==> config.mk <==
export PLATFORM = sky130hd
export DESIGN_NAME = uart_program_loader_flat
export DESIGN_NICKNAME = d
export VERILOG_FILES = /design/src/rtl/uart_program_loader_pkg.sv /design/src/rtl/uart_program_loader_if.sv /design/src/rtl/uart_program_loader_rx_byte.sv /design/src/rtl/uart_program_loader.sv /design/src/flat_wrapper.sv
export SDC_FILE = /design/constraint.sdc
export NUM_CORES = 1
export LEC_CHECK = 0
export ABC_AREA = 1
export CAP_MARGIN = 20
export CELL_PAD_IN_SITES_DETAIL_PLACEMENT = 1
export CELL_PAD_IN_SITES_GLOBAL_PLACEMENT = 2
export CORE_AREA = 2 2 144 146
export CTS_CLUSTER_DIAMETER = 50
export DETAILED_ROUTE_END_ITERATION = 8
export DIE_AREA = 0 0 146 148
export PLACE_DENSITY_LB_ADDON = 0.1
export SYNTH_ARGS = -nofsm -noshare
export SYNTH_HDL_FRONTEND = slang
export SYNTH_SLANG_ARGS = --single-unit
export TNS_END_PERCENT = 100
==> constraint.sdc <==
create_clock -name clk -period 6.45 [get_ports clk]
set_clock_uncertainty 0.2 [all_clocks]
set_input_delay 1.935 -clock clk [delete_from_list [all_inputs] [get_ports clk]]
set_output_delay 1.935 -clock clk [all_outputs]
set_load 0.01 [all_outputs]
==> src/rtl/uart_program_loader_pkg.sv <==
// loader_pkg: shared constants and state types for the UART program loader.
//   HEADER_BYTE  - first byte of every program image
//   load_state_e - framing FSM states
//   rx_state_e   - byte receiver states
package loader_pkg;

   localparam logic [7:0] HEADER_BYTE = 8'hA5;

   typedef enum logic [2:0] {
      IDLE,
      CNT_LO,
      CNT_HI,
      DATA,
      CSUM,
      DONE,
      ERROR
   } load_state_e;

   typedef enum logic [1:0] {
      RX_IDLE,
      RX_START,
      RX_DATA,
      RX_STOP
   } rx_state_e;

endpackage

==> src/rtl/uart_program_loader_if.sv <==
// uart_program_loader_if: IMEM write port between the loader and instruction memory.
//   imem_we    - one-cycle write strobe
//   imem_addr  - word address
//   imem_wdata - write data
//   master: driven by the loader; slave: seen by the IMEM.
interface uart_program_loader_if #(
   parameter int unsigned ADDR_WIDTH = 10
);
   logic                  imem_we;
   logic [ADDR_WIDTH-1:0] imem_addr;
   logic [31:0]           imem_wdata;

   modport master (output imem_we, imem_addr, imem_wdata);
   modport slave  (input  imem_we, imem_addr, imem_wdata);
endinterface

==> src/rtl/uart_program_loader_rx_byte.sv <==
// uart_rx_byte: 2-flop synchronizer plus 8N1 byte receiver, LSB first.
//   clk, reset   - system clock, synchronous active-high reset
//   uart_rx_i    - asynchronous serial line, idle high
//   rx_valid_o   - one-cycle pulse with rx_byte_o on a good stop bit
//   rx_byte_o    - received byte
//   frame_err_o  - one-cycle pulse when the stop bit reads 0
module uart_rx_byte
   import loader_pkg::*;
#(
   parameter int unsigned CLKS_PER_BIT = 868
)
(
   input  logic       clk,
   input  logic       reset,
   input  logic       uart_rx_i,
   output logic       rx_valid_o,
   output logic [7:0] rx_byte_o,
   output logic       frame_err_o
);

   localparam int unsigned CW = $clog2(CLKS_PER_BIT);

   logic          sync1_q, sync2_q, prev_q;
   rx_state_e     state_q, state_d;
   logic [CW-1:0] cnt_q, cnt_d;
   logic [2:0]    bit_q, bit_d;
   logic [7:0]    shift_q, shift_d;

   logic half_tick, bit_tick;
   assign half_tick = (cnt_q == CW'(CLKS_PER_BIT / 2 - 1));
   assign bit_tick  = (cnt_q == CW'(CLKS_PER_BIT - 1));

   always_ff @(posedge clk) begin
      if (reset) begin
         sync1_q <= 1'b1;
         sync2_q <= 1'b1;
         prev_q  <= 1'b1;
         state_q <= RX_IDLE;
         cnt_q   <= '0;
         bit_q   <= '0;
         shift_q <= '0;
      end else begin
         sync1_q <= uart_rx_i;
         sync2_q <= sync1_q;
         prev_q  <= sync2_q;
         state_q <= state_d;
         cnt_q   <= cnt_d;
         bit_q   <= bit_d;
         shift_q <= shift_d;
      end
   end

   always_comb begin
      state_d = state_q;
      case (state_q)
         RX_IDLE:  if (prev_q && !sync2_q) state_d = RX_START;
         // A line that is high again at mid start bit was only a glitch.
         RX_START: if (half_tick) state_d = sync2_q ? RX_IDLE : RX_DATA;
         RX_DATA:  if (bit_tick && bit_q == 3'd7) state_d = RX_STOP;
         RX_STOP:  if (bit_tick) state_d = RX_IDLE;
         default:  state_d = RX_IDLE;
      endcase
   end

   always_comb begin
      cnt_d   = cnt_q + CW'(1);
      bit_d   = bit_q;
      shift_d = shift_q;
      case (state_q)
         RX_IDLE:  cnt_d = '0;
         RX_START: if (half_tick) begin
            cnt_d = '0;
            bit_d = '0;
         end
         RX_DATA:  if (bit_tick) begin
            cnt_d   = '0;
            bit_d   = bit_q + 3'd1;
            shift_d = {sync2_q, shift_q[7:1]};
         end
         RX_STOP:  if (bit_tick) cnt_d = '0;
         default:  cnt_d = '0;
      endcase
      rx_valid_o  = (state_q == RX_STOP) && bit_tick && sync2_q;
      frame_err_o = (state_q == RX_STOP) && bit_tick && !sync2_q;
      rx_byte_o   = shift_q;
   end

endmodule

==> src/rtl/uart_program_loader.sv <==
// uart_program_loader: receives a program image over UART and writes it to IMEM,
// holding the processor in reset until a checksum-verified image has landed.
//   clk, reset      - system clock, synchronous active-high reset
//   uart_rx         - serial input, 8N1, idle high
//   imem            - IMEM write port (master)
//   cpu_reset_hold  - processor reset request
//   load_done       - sticky: last load succeeded
//   load_error      - sticky: last load failed
//   frame_err       - one-cycle pulse on a bad stop bit
module uart_program_loader
   import loader_pkg::*;
#(
   parameter int unsigned CLKS_PER_BIT   = 868,
   parameter int unsigned ADDR_WIDTH     = 10,
   parameter int unsigned TIMEOUT_CYCLES = 10_000_000
)
(
   input  logic                  clk,
   input  logic                  reset,
   input  logic                  uart_rx,
   uart_program_loader_if.master imem,
   output logic                  cpu_reset_hold,
   output logic                  load_done,
   output logic                  load_error,
   output logic                  frame_err
);

   localparam int unsigned WIDX_W = ADDR_WIDTH + 1;
   localparam int unsigned TW     = $clog2(TIMEOUT_CYCLES + 1);

   logic       rx_valid, rx_ferr;
   logic [7:0] rx_byte;

   uart_rx_byte #(.CLKS_PER_BIT(CLKS_PER_BIT)) u_rx (
      .clk         (clk),
      .reset       (reset),
      .uart_rx_i   (uart_rx),
      .rx_valid_o  (rx_valid),
      .rx_byte_o   (rx_byte),
      .frame_err_o (rx_ferr)
   );

   load_state_e           state_q, state_d;
   logic [7:0]            cnt_lo_q, cnt_lo_d;
   logic [WIDX_W-1:0]     words_q, words_d;
   logic [WIDX_W-1:0]     word_idx_q, word_idx_d;
   logic [7:0]            csum_q, csum_d;
   logic [31:0]           word_q, word_d;
   logic [1:0]            byte_idx_q, byte_idx_d;
   logic                  wr_pend_q, wr_pend_d;
   logic [ADDR_WIDTH-1:0] addr_q, addr_d;
   logic [31:0]           wdata_q, wdata_d;
   logic                  hold_q, hold_d;
   logic                  done_q, done_d;
   logic                  err_q, err_d;
   logic [TW-1:0]         tmo_q, tmo_d;

   logic [15:0] count;
   logic        oversize, last_word, timeout;
   assign count     = {rx_byte, cnt_lo_q};
   assign oversize  = {16'd0, count} > (32'd1 << ADDR_WIDTH);
   assign last_word = (word_idx_q + WIDX_W'(1)) == words_q;
   assign timeout   = tmo_q >= TW'(TIMEOUT_CYCLES);

   always_ff @(posedge clk) begin
      if (reset) begin
         state_q    <= IDLE;
         cnt_lo_q   <= '0;
         words_q    <= '0;
         word_idx_q <= '0;
         csum_q     <= '0;
         word_q     <= '0;
         byte_idx_q <= '0;
         wr_pend_q  <= 1'b0;
         addr_q     <= '0;
         wdata_q    <= '0;
         hold_q     <= 1'b0;
         done_q     <= 1'b0;
         err_q      <= 1'b0;
         tmo_q      <= '0;
      end else begin
         state_q    <= state_d;
         cnt_lo_q   <= cnt_lo_d;
         words_q    <= words_d;
         word_idx_q <= word_idx_d;
         csum_q     <= csum_d;
         word_q     <= word_d;
         byte_idx_q <= byte_idx_d;
         wr_pend_q  <= wr_pend_d;
         addr_q     <= addr_d;
         wdata_q    <= wdata_d;
         hold_q     <= hold_d;
         done_q     <= done_d;
         err_q      <= err_d;
         tmo_q      <= tmo_d;
      end
   end

   always_comb begin
      state_d = state_q;
      case (state_q)
         IDLE:   if (rx_valid && rx_byte == HEADER_BYTE) state_d = CNT_LO;
         CNT_LO: if (rx_valid) state_d = CNT_HI;
         CNT_HI: if (rx_valid) begin
            if (oversize)            state_d = ERROR;
            else if (count == 16'd0) state_d = CSUM;
            else                     state_d = DATA;
         end
         // Leave DATA on the write cycle of the last word so imem_we stays inside DATA.
         DATA:   if (wr_pend_q && last_word) state_d = CSUM;
         CSUM:   if (rx_valid) state_d = (rx_byte == csum_q) ? DONE : ERROR;
         default: state_d = IDLE;
      endcase
      if ((state_q inside {CNT_LO, CNT_HI, DATA, CSUM}) && (rx_ferr || timeout))
         state_d = ERROR;
   end

   always_comb begin
      cnt_lo_d   = cnt_lo_q;
      words_d    = words_q;
      word_idx_d = word_idx_q;
      csum_d     = csum_q;
      word_d     = word_q;
      byte_idx_d = byte_idx_q;
      wr_pend_d  = 1'b0;
      addr_d     = addr_q;
      wdata_d    = wdata_q;
      hold_d     = hold_q;
      done_d     = done_q;
      err_d      = err_q;
      tmo_d      = (rx_valid || (state_q inside {IDLE, DONE, ERROR})) ? '0 : tmo_q + TW'(1);
      case (state_q)
         IDLE: if (rx_valid && rx_byte == HEADER_BYTE) begin
            hold_d = 1'b1;
            done_d = 1'b0;
            err_d  = 1'b0;
            csum_d = '0;
         end
         CNT_LO: if (rx_valid) begin
            cnt_lo_d = rx_byte;
            csum_d   = csum_q ^ rx_byte;
         end
         CNT_HI: if (rx_valid) begin
            words_d    = WIDX_W'(count);
            csum_d     = csum_q ^ rx_byte;
            byte_idx_d = '0;
            word_idx_d = '0;
         end
         DATA: begin
            if (rx_valid) begin
               csum_d                    = csum_q ^ rx_byte;
               word_d[8*byte_idx_q +: 8] = rx_byte;
               byte_idx_d                = byte_idx_q + 2'd1;
               if (byte_idx_q == 2'd3) begin
                  wr_pend_d = 1'b1;
                  addr_d    = word_idx_q[ADDR_WIDTH-1:0];
                  wdata_d   = {rx_byte, word_q[23:0]};
               end
            end
            if (wr_pend_q) word_idx_d = word_idx_q + WIDX_W'(1);
         end
         DONE: begin
            done_d = 1'b1;
            hold_d = 1'b0;
         end
         ERROR: err_d = 1'b1;
         default: ;
      endcase
   end

   assign imem.imem_we    = wr_pend_q;
   assign imem.imem_addr  = addr_q;
   assign imem.imem_wdata = wdata_q;
   assign cpu_reset_hold  = hold_q;
   assign load_done       = done_q;
   assign load_error      = err_q;
   assign frame_err       = rx_ferr;

endmodule
==> src/flat_wrapper.sv <==
// flat-port wrapper written by rule: the top's interface ports become plain ports
module uart_program_loader_flat import loader_pkg::*;
#(
   parameter int unsigned CLKS_PER_BIT   = 868,
   parameter int unsigned ADDR_WIDTH     = 10,
   parameter int unsigned TIMEOUT_CYCLES = 10_000_000
)
  (clk, reset, uart_rx, cpu_reset_hold, load_done, load_error, frame_err, imem_imem_we, imem_imem_addr, imem_imem_wdata);
  uart_program_loader_if #(.ADDR_WIDTH(ADDR_WIDTH)) imem_i ();
  input  logic clk;
  input  logic reset;
  input  logic uart_rx;
  output logic cpu_reset_hold;
  output logic load_done;
  output logic load_error;
  output logic frame_err;
  output wire logic [$bits(imem_i.imem_we)-1:0] imem_imem_we;
  output wire logic [$bits(imem_i.imem_addr)-1:0] imem_imem_addr;
  output wire logic [$bits(imem_i.imem_wdata)-1:0] imem_imem_wdata;
  assign imem_imem_we = imem_i.imem_we;
  assign imem_imem_addr = imem_i.imem_addr;
  assign imem_imem_wdata = imem_i.imem_wdata;
  uart_program_loader #(.CLKS_PER_BIT(CLKS_PER_BIT), .ADDR_WIDTH(ADDR_WIDTH), .TIMEOUT_CYCLES(TIMEOUT_CYCLES)) u_core (.clk(clk), .reset(reset), .uart_rx(uart_rx), .imem(imem_i), .cpu_reset_hold(cpu_reset_hold), .load_done(load_done), .load_error(load_error), .frame_err(frame_err));
endmodule
# [Word-level counts from Yosys, hierarchy flattened]
# Index checks and enable logic that the tools add are counted.
[totals] reg_bits=171 in_bits=3 output_inout_bits=47 wordCells=147
[op_classes] n_addsub=6 order_cmp=2 n_eq_ne=34 shift=2 muxes=38 bitwise=3 reduce_logical=40
[op_table] op="$neg A5 Y34" n=1
[op_table] op="$shift A8 B34 Y32 const A" n=1
[op_table] op="$shiftx A8 B34 Y32" n=1
[op_table] op="$bwmux W32" n=1
[op_table] op="$mux W3" n=10
[op_table] op="$pmux W10 S3" n=1
[op_table] op="$add A24 B1 Y24 const B" n=1
[op_table] op="$ge A24 B24 Y1 const B" n=1
[op_table] op="$mux W11" n=2
[op_table] op="$pmux W11 S2" n=1
[op_table] op="$mux W10" n=2
[op_table] op="$gt A16 B11 Y1 const B" n=1
[op_table] op="$logic_not A16 Y1" n=1
[op_table] op="$mux W2" n=8
[op_table] op="$mux W8" n=2
[op_table] op="$ne A2 B1 Y1 const B" n=8
[op_table] op="$pmux W8 S2" n=1
[op_table] op="$pmux W3 S5" n=1
[op_table] op="$reduce_and A3 Y1" n=5
[op_table] op="$eq A3 B3 Y1 const B" n=4
[op_table] op="$ne A3 B2 Y1 const B" n=4
[op_table] op="$reduce_and A2 Y1" n=6
[op_table] op="$add A11 B1 Y11 const B" n=1
[op_table] op="$eq A11 B11 Y1" n=1
[op_table] op="32 further kinds" n=60

# [Longest topological paths before layout]
[logic_depth] word_depth=7 depth_mapped=18 ltp_nobuf=18

# [Modules after synthesis]
# From an unflattened synthesis, not the netlist that was laid out.
[unflattened] hier_cells=953 hier_area_um2=7228.2
[modules_own_cells] module="uart_program_loader" instances=1 cells_per_inst=805 area_each_um2=6083.3
[modules_own_cells] module="uart_rx_byte" instances=1 cells_per_inst=148 area_each_um2=1144.8

# [Least setup slack after synthesis]
# No wires, ideal clock.
[synth_timing] kind="flip-flop to output port" from="register u_core.u_rx.cnt_q[0]" to="output port frame_err" arrival_ps=1250 setup_slack_ps=3065 path_stages_with_launch=6 path_cell_list="dfxtp_1 > ha_1 > nand3_1 > nor3_1 > nand2_1 > nor3_1"
[synth_via] elab_chain_cells=3
[synth_lines] item="start: declaration" line="uart_program_loader_rx_byte.sv:25" source="logic [CW-1:0] cnt_q, cnt_d;"
[synth_lines] item="start signal: assignment" line="uart_program_loader_rx_byte.sv:47" source="cnt_q <= cnt_d;"
[synth_lines] item="$eq A10 B10 Y1" line="uart_program_loader_rx_byte.sv:31" source="assign bit_tick = (cnt_q == CW'(CLKS_PER_BIT - 1));"
[synth_lines] item="$logic_and A1 B1 Y1 (2 in a row)" line="uart_program_loader_rx_byte.sv:84" source="frame_err_o = (state_q == RX_STOP) && bit_tick && !sync2_q;"
[synth_lines] item="end: declaration" line="flat_wrapper.sv:16" source="output logic frame_err;"
# Every way passes these cells.

# [Final worst setup path]
# Ends and elaborated chain as after synthesis.

==> flow_metrics.py <==
metrics = {
    "clock_tree": {
        "clk_pin_slew_ns": 0.07,
        "worstSkewPairLatency_ns": 0.43,
        "cts_root_buf": "clkbuf_16",
        "cts_num_sinks": 163,
        "post_cts.repair.setup_buffers": 0,
        "cts_tree": "yes",
        "post_cts_resized": 0,
        "cts_hold_buf": 0,
        "htree_levels": 4,
        "clockBufferDepth": 2,
        "cts_made_buffers": 17,
    },
    "logic_synthesis": {
        "synthXorXnorAreaFrac_pct": 2.032,
        "synthAdderAreaFrac_pct": 2.050,
        "synthSimpleGateAreaFrac_pct": 26.03,
        "yosysWarnings": 0,
        "muxShareOfSynthArea_pct": 0,
        "syn_nets": 978,
        "synth_compound_area_share_pct": 16.89,
        "syn-cell-area_um2": 7326,
        "postSynthAreaPerCell_um2": 7.607,
        "yosysUniqueCellTypes": 42,
        "syn_inst": 963,
        "ys_ff_latch": 163,
        "yosysSeqAreaShare_pct": 44.54,
        "synth_top_family_by_area": "simple AND/OR/NAND/NOR gates",
    },
    "critical_path": {
        "timing_worst_setup_path_type": "register to output port",
        "cp_top_family": "simple AND/OR/NAND/NOR gates",
        "endpoint_kind": "output port",
        "cp-start-kind": "register",
        "slowest_delay_ns": 0.56,
        "cp.required_ns": 4.32,
        "path_cells": "ha_1 > nand3_1 > nor3_1 > nand2_1 > nor3_1 > clkdlybuf4s50_1",
        "crit_buf_inv": 1,
        "crit_path_frequent_cell": "nor3_1",
        "cp_slowest_cell": "clkdlybuf4s50_1",
        "cp_max_fo": 4,
        "worstPathArrival_ns": 2.26,
    },
    "place": {
        "globalplace.congestion": 0.7443,
        "io_buffers": 49,
        "dp.cells": 1245,
        "hpwl_um": 12870,
        "dp_slack_ns": 2.476,
        "placed_area_um2": 7975,
    },
    "global_routing": {
        "gr-total-overflow": 0,
        "use_met2_pct": 30.07,
        "grt_pass1_vias": 6017,
        "top_usage_layer": "met2",
        "grt_max_degree": 60,
        "antenna_found_initial": 0,
        "met1_usage_pct": 22.85,
        "use_met3_pct": 2.778,
        "grt_pass1_wl_um": 30620,
        "grt_usage_pct": 17.50,
    },
    "sta": {
        "fin_crit_sh_pct": 68.18,
        "rsz0062_at_grt": "no",
        "final-setup-viol-count": 0,
        "fmax_mhz": 227.4,
        "tns_ns": 0,
        "max_slew.worst_pin.slew_ns": 0.8569,
        "slew_headroom_pct": 42.66,
        "hold_viol": 0,
        "fin_ws_ns": 2.052,
        "report.final.slew_viol_count": 0,
        "timing.final.crit_period_ns": 4.398,
    },
    "final_layout": {
        "n_fill_cell": 2498,
        "final_cell_area_um2": 8522,
        "instances_no_fill": 1277,
        "area_growth_syn_to_layout_pct": 16.33,
        "seqCellArea_um2": 3263,
        "num_antenna_cells": 0,
        "nNetsFinal": 1009,
        "multi_input_area_um2": 3443,
        "drive_above_1_share_pct": 8.242,
    },
    "die": {
        "floorplan.initialDensity_pct": 36.56,
        "top_level_ports": 50,
        "rows": 52,
        "fp.dieH_um": 148,
        "core_area_um2": 20040,
        "dieArea_um2": 21610,
        "die_x_um": 146,
    },
    "route": {
        "drc": 0,
        "viasPerCell": 4.841,
        "ant_nets": 0,
        "post_drt_wl_per_cell_um": 14.25,
        "drtIter0Drc": 250,
        "firstDrtPassIters": 4,
        "vias": 6182,
        "drt-total-wl_um": 18200,
    },
    "run": {
        "cap_violations": 0,
    },
    "hold_path": {
        "holdCritPathClass": "register to register",
    },
    "pwr": {
        "pwr_density_cell_nw_per_um2": 232.1,
        "p_leak_uw": 0.002955,
        "power.total_uw": 1978,
        "ir_drop_v": 0.0001701,
    },
    "outcome": {
        "status": "complete, no violations",
    },
}
==> path summary, 6_finish.rpt <==
| kind | cells after the start | end | start | slack (ns) |
|---|---|---|---|---|
| worst max register to register | 11 | u_core.imem.imem_wdata[25] | u_core.u_rx.cnt_q[0] | 3.31 |
| worst min register to register | 1 | u_core.u_rx.sync2_q | u_core.u_rx.sync1_q | 0.21 |
| worst min-delay path | 1 | u_core.u_rx.sync2_q | u_core.u_rx.sync1_q | 0.21 |
| worst max-delay path | 6 | frame_err | u_core.u_rx.cnt_q[0] | 2.05 |
==> metal layers <==
| layer | part of all wire [%] | vias up |
|---|---|---|
| met5 | 0 | - |
| met4 | 1.1 | 0 |
| met3 | 1.9 | 18 |
| met2 | 48 | 47 |
| met1 | 49 | 2870 |
| li1 | - | 3247 |
==> layout by cell type (no fill, tap or decap), types with 8 or more instances in the layout <==
| cell | netlist | routed |
|---|---|---|
| nand3_1 | 56 | 56 |
| dfxtp_1 | 163 | 163 |
| clkdlybuf4s50_1 | 0 | 48 |
| nor2_1 | 197 | 197 |
| nand2_1 | 120 | 120 |
| nand4_1 | 12 | 12 |
| a21oi_1 | 50 | 50 |
| a211oi_2 | 23 | 23 |
| o21ai_0 | 49 | 49 |
| xnor2_1 | 9 | 9 |
| a211oi_1 | 43 | 43 |
| xor2_1 | 8 | 8 |
| nor3_1 | 18 | 18 |
| clkbuf_16 | 0 | 17 |
| ha_1 | 12 | 12 |
| inv_1 | 105 | 105 |
==> power by group <==
part           leakage [uW]  total (uW)  switching, uW  internal (uW)
logic               0.00138        29.0           22.4           6.66
registers           0.00131        1010           1.54           1010
clock network      0.000258         939            431            508
total               0.00295        1980            455           1520
==> stage by stage <==
step,hold WS [ns],util [%]
after floorplan,0.1895,-
after global placement,0.1981,39.80
after detailed placement,0.1973,39.80
after CTS,0.2134,42.53
after global routing,0.2436,42.53
final,0.2135,42.53
==> state kept, by name, indices dropped and copies added, names as in the netlist, 3 cells and up, named ones only <==
signal,flops
u_core.imem.imem_wdata,32
u_core.tmo_q,24
u_core.word_q,24
u_core.word_idx_q,11
u_core.words_q,11
u_core.imem.imem_addr,10
u_core.u_rx.cnt_q,10
u_core.cnt_lo_q,8
u_core.csum_q,8
u_core.u_rx.rx_byte_o,8
u_core.state_q,3
u_core.u_rx.bit_q,3
==> final cells by class <==
| class | instances | share of cell area [%] |
|---|---|---|
| timing repair buffer | 53 | 6.078 |
| sequential | 163 | 38.29 |
| inverter | 110 | 4.845 |
| clock buffer | 19 | 5.197 |
| multi-input combinational | 649 | 40.41 |
| tap | 270 | 3.964 |
| clock inverter | 13 | 1.219 |
==> Yosys cell counts <==
library cell	instances	share of area [%]
o211ai_1	2	0.20
o41ai_1	1	0.12
inv_1	105	5.4
or2_2	5	0.43
buf_6	2	0.31
nand3_2	2	0.27
o21a_1	2	0.20
buf_2	6	0.41
clkbuf_1	25	1.3
nor4_1	5	0.43
buf_4	8	0.82
o211a_1	1	0.14
o21ai_0	49	3.3
o31ai_1	1	0.10
nor2_1	197	10
clkinv_1	1	0.051
ha_1	12	2.0
a22oi_1	6	0.61
a211oi_2	23	3.9
xor2_1	8	0.96
o21ai_1	3	0.20
nor3_1	18	1.2
a21oi_1	50	3.4
nand3_1	56	3.8
nor2_2	4	0.34
nand2_2	1	0.085
nand3b_1	1	0.10
a31oi_1	1	0.085
nand4_1	12	1.0
a32oi_1	1	0.12
dfxtp_1	163	45
nor3_4	1	0.22
xnor2_1	9	1.1
nor2_4	4	0.61
inv_2	4	0.20
and2_1	1	0.085
nor3b_1	6	0.61
nand2_4	1	0.15
nor3_2	2	0.27
a211oi_1	43	4.4
and3_1	1	0.085
nand2_1	120	6.1
==> logic make-up after synthesis <==
| logic type | Yosys count |
|---|---|
| buf+inv | 151 |
| simple gates | 437 |
| compound gates | 183 |
| xor+xnor | 17 |
| fa+ha+maj | 12 |
| flops | 163 |
(Power assumes the default switching activity.)
